==> src/rtl/div_pkg.sv <==
// Shared definitions for the sequential signed divider.
// Holds the control FSM encoding and the iteration-counter width helper.
// No ports; imported by div_basic and div_abs.
package div_pkg;

  typedef enum logic [1:0] {
    IDLE = 2'd0,
    CALC = 2'd1,
    DONE = 2'd2
  } state_t;

  // Smallest r with 2**r >= v.
  function automatic int clog2(input int v);
    int r;
    r = 0;
    for (int i = 0; i < 32; i++) begin
      if ((1 << i) < v) r = i + 1;
    end
    return r;
  endfunction

endpackage

==> src/rtl/div_abs.sv <==
// Two's-complement conditional negate: y = neg ? -a : a (combinational).
// Feeding neg_i with the operand's own sign bit gives its magnitude;
// feeding it with a result sign restores a signed value.
// Ports: a_i (W bits in), neg_i (negate select), y_o (W bits out).
module div_abs
  import div_pkg::*;
#(
  parameter int W = 8
) (
  input  logic [W-1:0] a_i,
  input  logic         neg_i,
  output logic [W-1:0] y_o
);

  // The magnitude of the most-negative value wraps back to itself, which
  // is exactly 2**(W-1) when the result is read as unsigned.
  assign y_o = neg_i ? (~a_i + W'(1)) : a_i;

endmodule

==> src/rtl/div_basic.sv <==
// Sequential signed divider, restoring shift-subtract, one quotient bit per clock.
// Quotient truncates toward zero, remainder takes the dividend's sign; results
// arrive M+1 clocks after the start edge with a one-cycle div_out_valid pulse.
// Ports: clk, rst (async high), div_enable, div_in_a[M], div_in_b[N] in;
//        div_quot[M], div_rem[N], div_out_valid, div_by_zero, busy out.
module div_basic
  import div_pkg::*;
#(
  parameter int M = 8,
  parameter int N = 4
) (
  input  logic         clk,
  input  logic         rst,
  input  logic         div_enable,
  input  logic [M-1:0] div_in_a,
  input  logic [N-1:0] div_in_b,
  output logic [M-1:0] div_quot,
  output logic [N-1:0] div_rem,
  output logic         div_out_valid,
  output logic         div_by_zero,
  output logic         busy
);

  localparam int CW = clog2(M + 1);

  state_t         state_q, state_d;
  logic [CW-1:0]  cnt_q, cnt_d;
  logic [M-1:0]   q_q, q_d;        // dividend magnitude shifting out, quotient shifting in
  logic [N-1:0]   r_q, r_d;        // partial remainder, always < |b| so N bits suffice
  logic [N-1:0]   babs_q, babs_d;
  logic           sa_q, sa_d;
  logic           sb_q, sb_d;
  logic           zero_q, zero_d;
  logic [M-1:0]   quot_q, quot_d;
  logic [N-1:0]   rem_q, rem_d;
  logic           vld_q, vld_d;
  logic           dbz_q, dbz_d;

  logic [M-1:0]   a_abs, quot_res;
  logic [N-1:0]   b_abs, rem_res;
  logic [N:0]     r_shift, r_sub;
  logic           ge;

  div_abs #(.W(M)) u_abs_a    (.a_i(div_in_a), .neg_i(div_in_a[M-1]), .y_o(a_abs));
  div_abs #(.W(N)) u_abs_b    (.a_i(div_in_b), .neg_i(div_in_b[N-1]), .y_o(b_abs));
  div_abs #(.W(M)) u_sgn_quot (.a_i(q_q),      .neg_i(sa_q ^ sb_q),   .y_o(quot_res));
  div_abs #(.W(N)) u_sgn_rem  (.a_i(r_q),      .neg_i(sa_q),          .y_o(rem_res));

  assign r_shift = {r_q, q_q[M-1]};
  assign r_sub   = r_shift - {1'b0, babs_q};
  // With a nonzero divisor r_shift < 2*|b| <= 2**N, so the top bit of the
  // difference is a clean borrow: clear means r_shift >= |b|. With a zero
  // divisor the iteration result is discarded in DONE.
  assign ge      = ~r_sub[N];

  always_comb begin
    state_d = state_q;
    cnt_d   = cnt_q;
    q_d     = q_q;
    r_d     = r_q;
    babs_d  = babs_q;
    sa_d    = sa_q;
    sb_d    = sb_q;
    zero_d  = zero_q;
    quot_d  = quot_q;
    rem_d   = rem_q;
    vld_d   = 1'b0;
    dbz_d   = dbz_q;
    case (state_q)
      IDLE: begin
        if (div_enable) begin
          state_d = CALC;
          sa_d    = div_in_a[M-1];
          sb_d    = div_in_b[N-1];
          q_d     = a_abs;
          babs_d  = b_abs;
          zero_d  = (div_in_b == '0);
          cnt_d   = '0;
          r_d     = '0;
        end
      end
      CALC: begin
        q_d   = {q_q[M-2:0], ge};
        r_d   = ge ? r_sub[N-1:0] : r_shift[N-1:0];
        cnt_d = cnt_q + CW'(1);
        if (cnt_q == CW'(M - 1)) state_d = DONE;
      end
      DONE: begin
        quot_d  = zero_q ? '1 : quot_res;
        rem_d   = zero_q ? '0 : rem_res;
        dbz_d   = zero_q;
        vld_d   = 1'b1;
        state_d = IDLE;
      end
      default: state_d = IDLE;
    endcase
  end

  always_ff @(posedge clk or posedge rst) begin
    if (rst) begin
      state_q <= IDLE;
      cnt_q   <= '0;
      q_q     <= '0;
      r_q     <= '0;
      babs_q  <= '0;
      sa_q    <= 1'b0;
      sb_q    <= 1'b0;
      zero_q  <= 1'b0;
      quot_q  <= '0;
      rem_q   <= '0;
      vld_q   <= 1'b0;
      dbz_q   <= 1'b0;
    end else begin
      state_q <= state_d;
      cnt_q   <= cnt_d;
      q_q     <= q_d;
      r_q     <= r_d;
      babs_q  <= babs_d;
      sa_q    <= sa_d;
      sb_q    <= sb_d;
      zero_q  <= zero_d;
      quot_q  <= quot_d;
      rem_q   <= rem_d;
      vld_q   <= vld_d;
      dbz_q   <= dbz_d;
    end
  end

  assign div_quot      = quot_q;
  assign div_rem       = rem_q;
  assign div_out_valid = vld_q;
  assign div_by_zero   = dbz_q;
  assign busy          = (state_q != IDLE);

endmodule

==> config.mk <==
export PLATFORM = sky130hd
export DESIGN_NAME = div_basic
export DESIGN_NICKNAME = d
export VERILOG_FILES = /design/src/rtl/div_pkg.sv /design/src/rtl/div_abs.sv /design/src/rtl/div_basic.sv
export SDC_FILE = /design/constraint.sdc
export NUM_CORES = 1
export LEC_CHECK = 0
export CAP_MARGIN = 25
export CORE_MARGIN = 2
export CORE_UTILIZATION = 33
export CTS_CLUSTER_DIAMETER = 100
export DETAILED_ROUTE_END_ITERATION = 10
export HOLD_SLACK_MARGIN = 0.12
export SYNTH_ARGS = -nofsm -noshare
export SYNTH_HDL_FRONTEND = slang
export SYNTH_SLANG_ARGS = --single-unit
==> constraint.sdc <==
create_clock -name clk -period 2.7 [get_ports clk]
set_input_delay 0.27 -clock clk [delete_from_list [all_inputs] [get_ports clk]]
set_output_delay 0.27 -clock clk [all_outputs]
set_load 0.05 [all_outputs]
Word level (Yosys, flattened, before mapping)
Cells that the tools add are included.
Widths: inputs -> output; s select.
{ "op_classes": {"mux": 17, "n_eq_ne": 5, "addsub": 6, "bitwise_logic": 6, "reduce_logical": 7} }
{ "op_table": {"columns": ["op", "n"], "rows": [
  ["$pmux 32 s2", 1],
  ["$add 32x1->32 const B", 1],
  ["$eq 32x3->1 const B", 1],
  ["$mux 32", 1],
  ["$mux 8", 4],
  ["$mux 4", 5],
  ["$add 8x1->8 const B", 2],
  ["$not 8->8", 2],
  ["$pmux 8 s2", 1],
  ["$add 4x1->4 const B", 2],
  ["$not 4->4", 2],
  ["$pmux 4 s2", 1],
  ["$reduce_and 2->1", 3],
  ["$sub 5x4->5", 1],
  ["$logic_not 4->1", 1],
  ["$mux 2", 2],
  ["$ne 2x2->1 const B", 2],
  ["$pmux 2 s2", 1],
  ["$reduce_bool 2->1", 2],
  ["$eq 2x1->1 const B", 1],
  ["$eq 2x2->1 const B", 1],
  ["$logic_not 2->1", 1],
  ["$mux 1", 1],
  ["$not 1->1", 1],
  ["$xor 1x1->1", 1]
]} }
{ "totals": {"in_bits": 15, "regBits": 67} }

Logic depth before layout (Yosys ltp)
{ "logic_depth": {"depth_word": 5, "depth_mapped": 8, "depth_no_buf": 8} }

By module
Synthesis repeated with hierarchy kept, for this count alone.
{ "hier_totals": {"hier_cells": 411, "hier_area_um2": 3768.6} }
{ "by_module_without_submodules": {"columns": ["module", "cells_per_inst", "seq_area_each_um2", "n_inst", "area_each_um2"], "rows": [
  ["div_basic", 349, 1676.6, 1, 3280.6],
  ["div_abs at u_abs_a ...", 21, 0.0, 2, 171.4],
  ["div_abs at u_abs_b ...", 10, 0.0, 2, 72.6]
]} }

Worst setup path before layout
OpenSTA, ideal clock, no wires.
{ "synth_timing": {"kind": "register to register", "startpoint": "reg q_q[7]", "endpoint": "reg r_q[0]", "required_ps": 2605, "path_buffers": 0, "path_stages_with_launch": 9, "arrival_time_ps": 1895, "slack_ps": 709, "cell_sequence": "dfrtp_1 -> inv_1 -> ha_1 -> inv_1 -> fa_1 -> and3_1 -> o21ai_0 -> a21oi_1 -> o31ai_1"} }
{ "synth_between": {"elab_chain_len": 3} }
{ "synth_rtl": {"columns": ["item", "line_no", "rtl"], "rows": [
  ["start, declared", "div_basic.sv:28", "logic [M-1:0] q_q, q_d;"],
  ["start signal, assigned", "div_basic.sv:116", "q_q <= q_d;"],
  ["$sub 5x4->5", "div_basic.sv:50", "assign r_sub = r_shift - {1'b0, babs_q};"],
  ["$mux 4 *", "div_basic.sv:84", "r_d = ge ? r_sub[N-1:0] : r_shift[N-1:0];"],
  ["$pmux 4 s2 *", "div_basic.sv:69", "case (state_q)"],
  ["end signal, assigned", "div_basic.sv:117", "r_q <= r_d;"],
  ["end, declared", "div_basic.sv:29", "logic [N-1:0] r_q, r_d;"]
]} }
Mark *: on every way between the ends. The rest lies on a longest branch, timed or not.
A chain may end at the register's enable or synchronous reset.

Worst setup path after layout
Ends and elaborated chain as after synthesis.

==> metrics <==
post_cts resized=0; Total GRT Usage=14.57%; Synth cell types=49; Post-synth EDFFs=0; FF/Latch Area=0.001677 mm2; Core Area=between 0.01 and 0.015 mm2; Avg Inst Size Synth=9.569 um2; Rows=38; Final Critical Period=2.260 ns; antenna diode count=0; Cell Area, Synth=0.003665 mm2; Yosys top cell area share=a little under half; post-synth net total=408; post-synthesis register bit count=67; # hold bufs at CTS=0; RD Place Congestion=0.7866; endpoints failing setup=0; Max Fanout on Critical Path=6; type of the worst setup path=reg -> reg; Post-synth top flop=dfrtp_1; DR DRC count=0; RSZ-0062 raised after global routing=false; Slew @ Worst Pin=roughly 0.63 ns; CP most frequent cell=inv_1; Initial Utilization=33.81%; Initial DRC Count=172; Critical-path top delay cell=o21ai_0; ys async rst share=100.0%; DP HPWL=5664 um; status=completed; Sink Count=67; Total Power=~2.8 mW; vias in the first global route=2,880; clock-pin slew on the worst setup and hold paths=0.07 ns; CTS tree=yes; highest-count cells in the layout ignoring fill and taps=dfrtp_1 (67), nand2_1 (57), clkdlybuf4s50_1 (29), mux2i_1 (28), nor2_1 (21); GRT Residual Overflow=0; buffers added on ports=29; first-pass iteration count of the detailed router=6; share of cells above drive strength 1=7.177%; fin. max-slew vios=0; vias per inst=5.246; Bufs on Longest Clock Path=2; Final WS setup=0.4400 ns; clock root buffer=clkbuf_8; cell taking the most area after synthesis=dfrtp_1; Final nets=439; commonest non-fill, non-tap cell in the layout=dfrtp_1; die area=about 0.012 mm2; PwrDens=around 640 mW/mm2; Filler Cell Count=1,077; period utilisation layout=83.70%; CP Cell Sequence=inv_1 > ha_1 > inv_1 > fa_1 > and3_1 > o21ai_0 > a21oi_1 > o31ai_1; CP required=around 3.0 ns; Setup crit end kind=register; Hold Path Class=in -> async; initial antenna violation count=0; relative slew slack=57.65%; number of CTS-inserted buffers=9; DP Worst Slack=0.4785 ns; Setup Skew=0.01327 ns; fmax=between 400 and 500 MHz; DR WL/cell=14.34 um; max cap viols=0; Routed Antenna Nets=0; cell family with most CP delay=compound AO/OA/AOI/OAI gates; Worst Path Buf+Inv=2; CP Launch Type=register; Fin. Hold Viols=0; peak supply drop=0.2904 mV; Die W=109.4 um; largest net degree at the start of global routing=36; first-pass GRT wire length=about 14,000 um; synthesis-to-finish area growth=18.27%; slowest stage delay, CP=approximately 0.50 ns; Multi-input gate area=0.001843 mm2; CP arrival=roughly 2.5 ns; synth top area cells=dfrtp_1 (46%), mux2i_1 (7.6%), nand2_1 (5.8%), ha_1 (3.1%), xnor2_1 (2.6%); Worst Hold Margin=~0.31 ns; Vias=2,927; Skew-Pair Late Insertion Delay=~0.35 ns; WL final=8004 um; cell count after synthesis=~380; synth warn=0; io pins=30; leakage power=2.000 nW; postcts setup bufs=0; Die Y=109.4 um; sequential-to-total area share from yosys stat=45.75%; H-tree levels=3; setup TNS=0 ns
[Yosys cell counts, drive strengths merged (4+ instances only)]
cell type,n
nand2b,4
nor2,21
ha,9
a21oi,15
dfrtp,67
o21ai,19
a22oi,5
nor4,9
and3,8
buf,7
xnor2,11
inv,21
and4,4
nand4,16
nand3,16
nor3,9
o31ai,6
a31oi,5
mux2i,28
clkbuf,8
nand2,57
xor2,5
[report_power, final]
part | total, mW | leakage [nW] | switching [mW] | internal [mW]
clock | 0.894 | 0.109 | 0.371 | 0.523
sequential | 1.26 | 0.770 | 0.152 | 1.11
combinational | 0.636 | 1.12 | 0.334 | 0.303
[stage by stage]
stage | utilization [%] | std cells | area [um2]
after floorplan | - | 383 | 3665
after global placement | 38.02 | 543 | 4121
after detailed placement | 38.02 | 543 | 4121
after CTS | 39.98 | 558 | 4334
after global routing | 39.98 | 558 | 4334
final | 39.98 | 558 | 4334
[registers in the layout, indices dropped and copies added, names as in the netlist, 2 cells and up]
signal / cells
cnt_q: 32
div_rem: 4
r_q: 4
state_q: 2
q_q: 8
div_quot: 8
babs_q: 4
[layer usage]
layer / wire [um] / vias to the layer above / GRT usage [%]
li1: - / 1440 / -
met1: 3748 / 1438 / 18.07
met2: 3841 / 38 / 23.68
met3: 305 / 11 / 4.505
met4: 108 / 0 / 5.696
met5: 0 / - / 0
[area by class of cell]
type	count	area share (%)
Sequential cell	67	38.68
Clock buffer	14	4.215
Inverter	21	1.819
Multi-Input combinational cell	280	42.52
Timing Repair Buffer	35	8.025
Tap cell	140	4.042
Clock inverter	1	0.6928
[cell families (layout without fill, tap and decap cells)]
group,Yosys count,after routing,share of synthesized area (%)
compound gates,66,66,11.30
xor+xnor,16,16,3.824
fa+ha+maj,10,10,3.619
buf+inv,36,71,3.960
flops,67,67,45.75
mux,28,28,7.648
simple gates,160,160,23.90
[worst paths after layout]
check / start / end / slack, ns / cells past startpoint
max reg2reg: q_q[7]$_DFFE_PP0P_ / r_q[0]$_DFFE_PP0P_ / 0.44 / 8
max: q_q[7]$_DFFE_PP0P_ / r_q[0]$_DFFE_PP0P_ / 0.44 / 8
min: rst / babs_q[1]$_DFFE_PP0P_ / 0.31 / 2
max in group asynchronous: rst / div_quot[2]$_DFFE_PP0P_ / 1.74 / 3
min reg2reg: cnt_q[31]$_DFFE_PP0P_ / cnt_q[31]$_DFFE_PP0P_ / 0.48 / 1
min in group clk: cnt_q[31]$_DFFE_PP0P_ / cnt_q[31]$_DFFE_PP0P_ / 0.48 / 1
No activity file was read; power rests on OpenSTA's default activity.
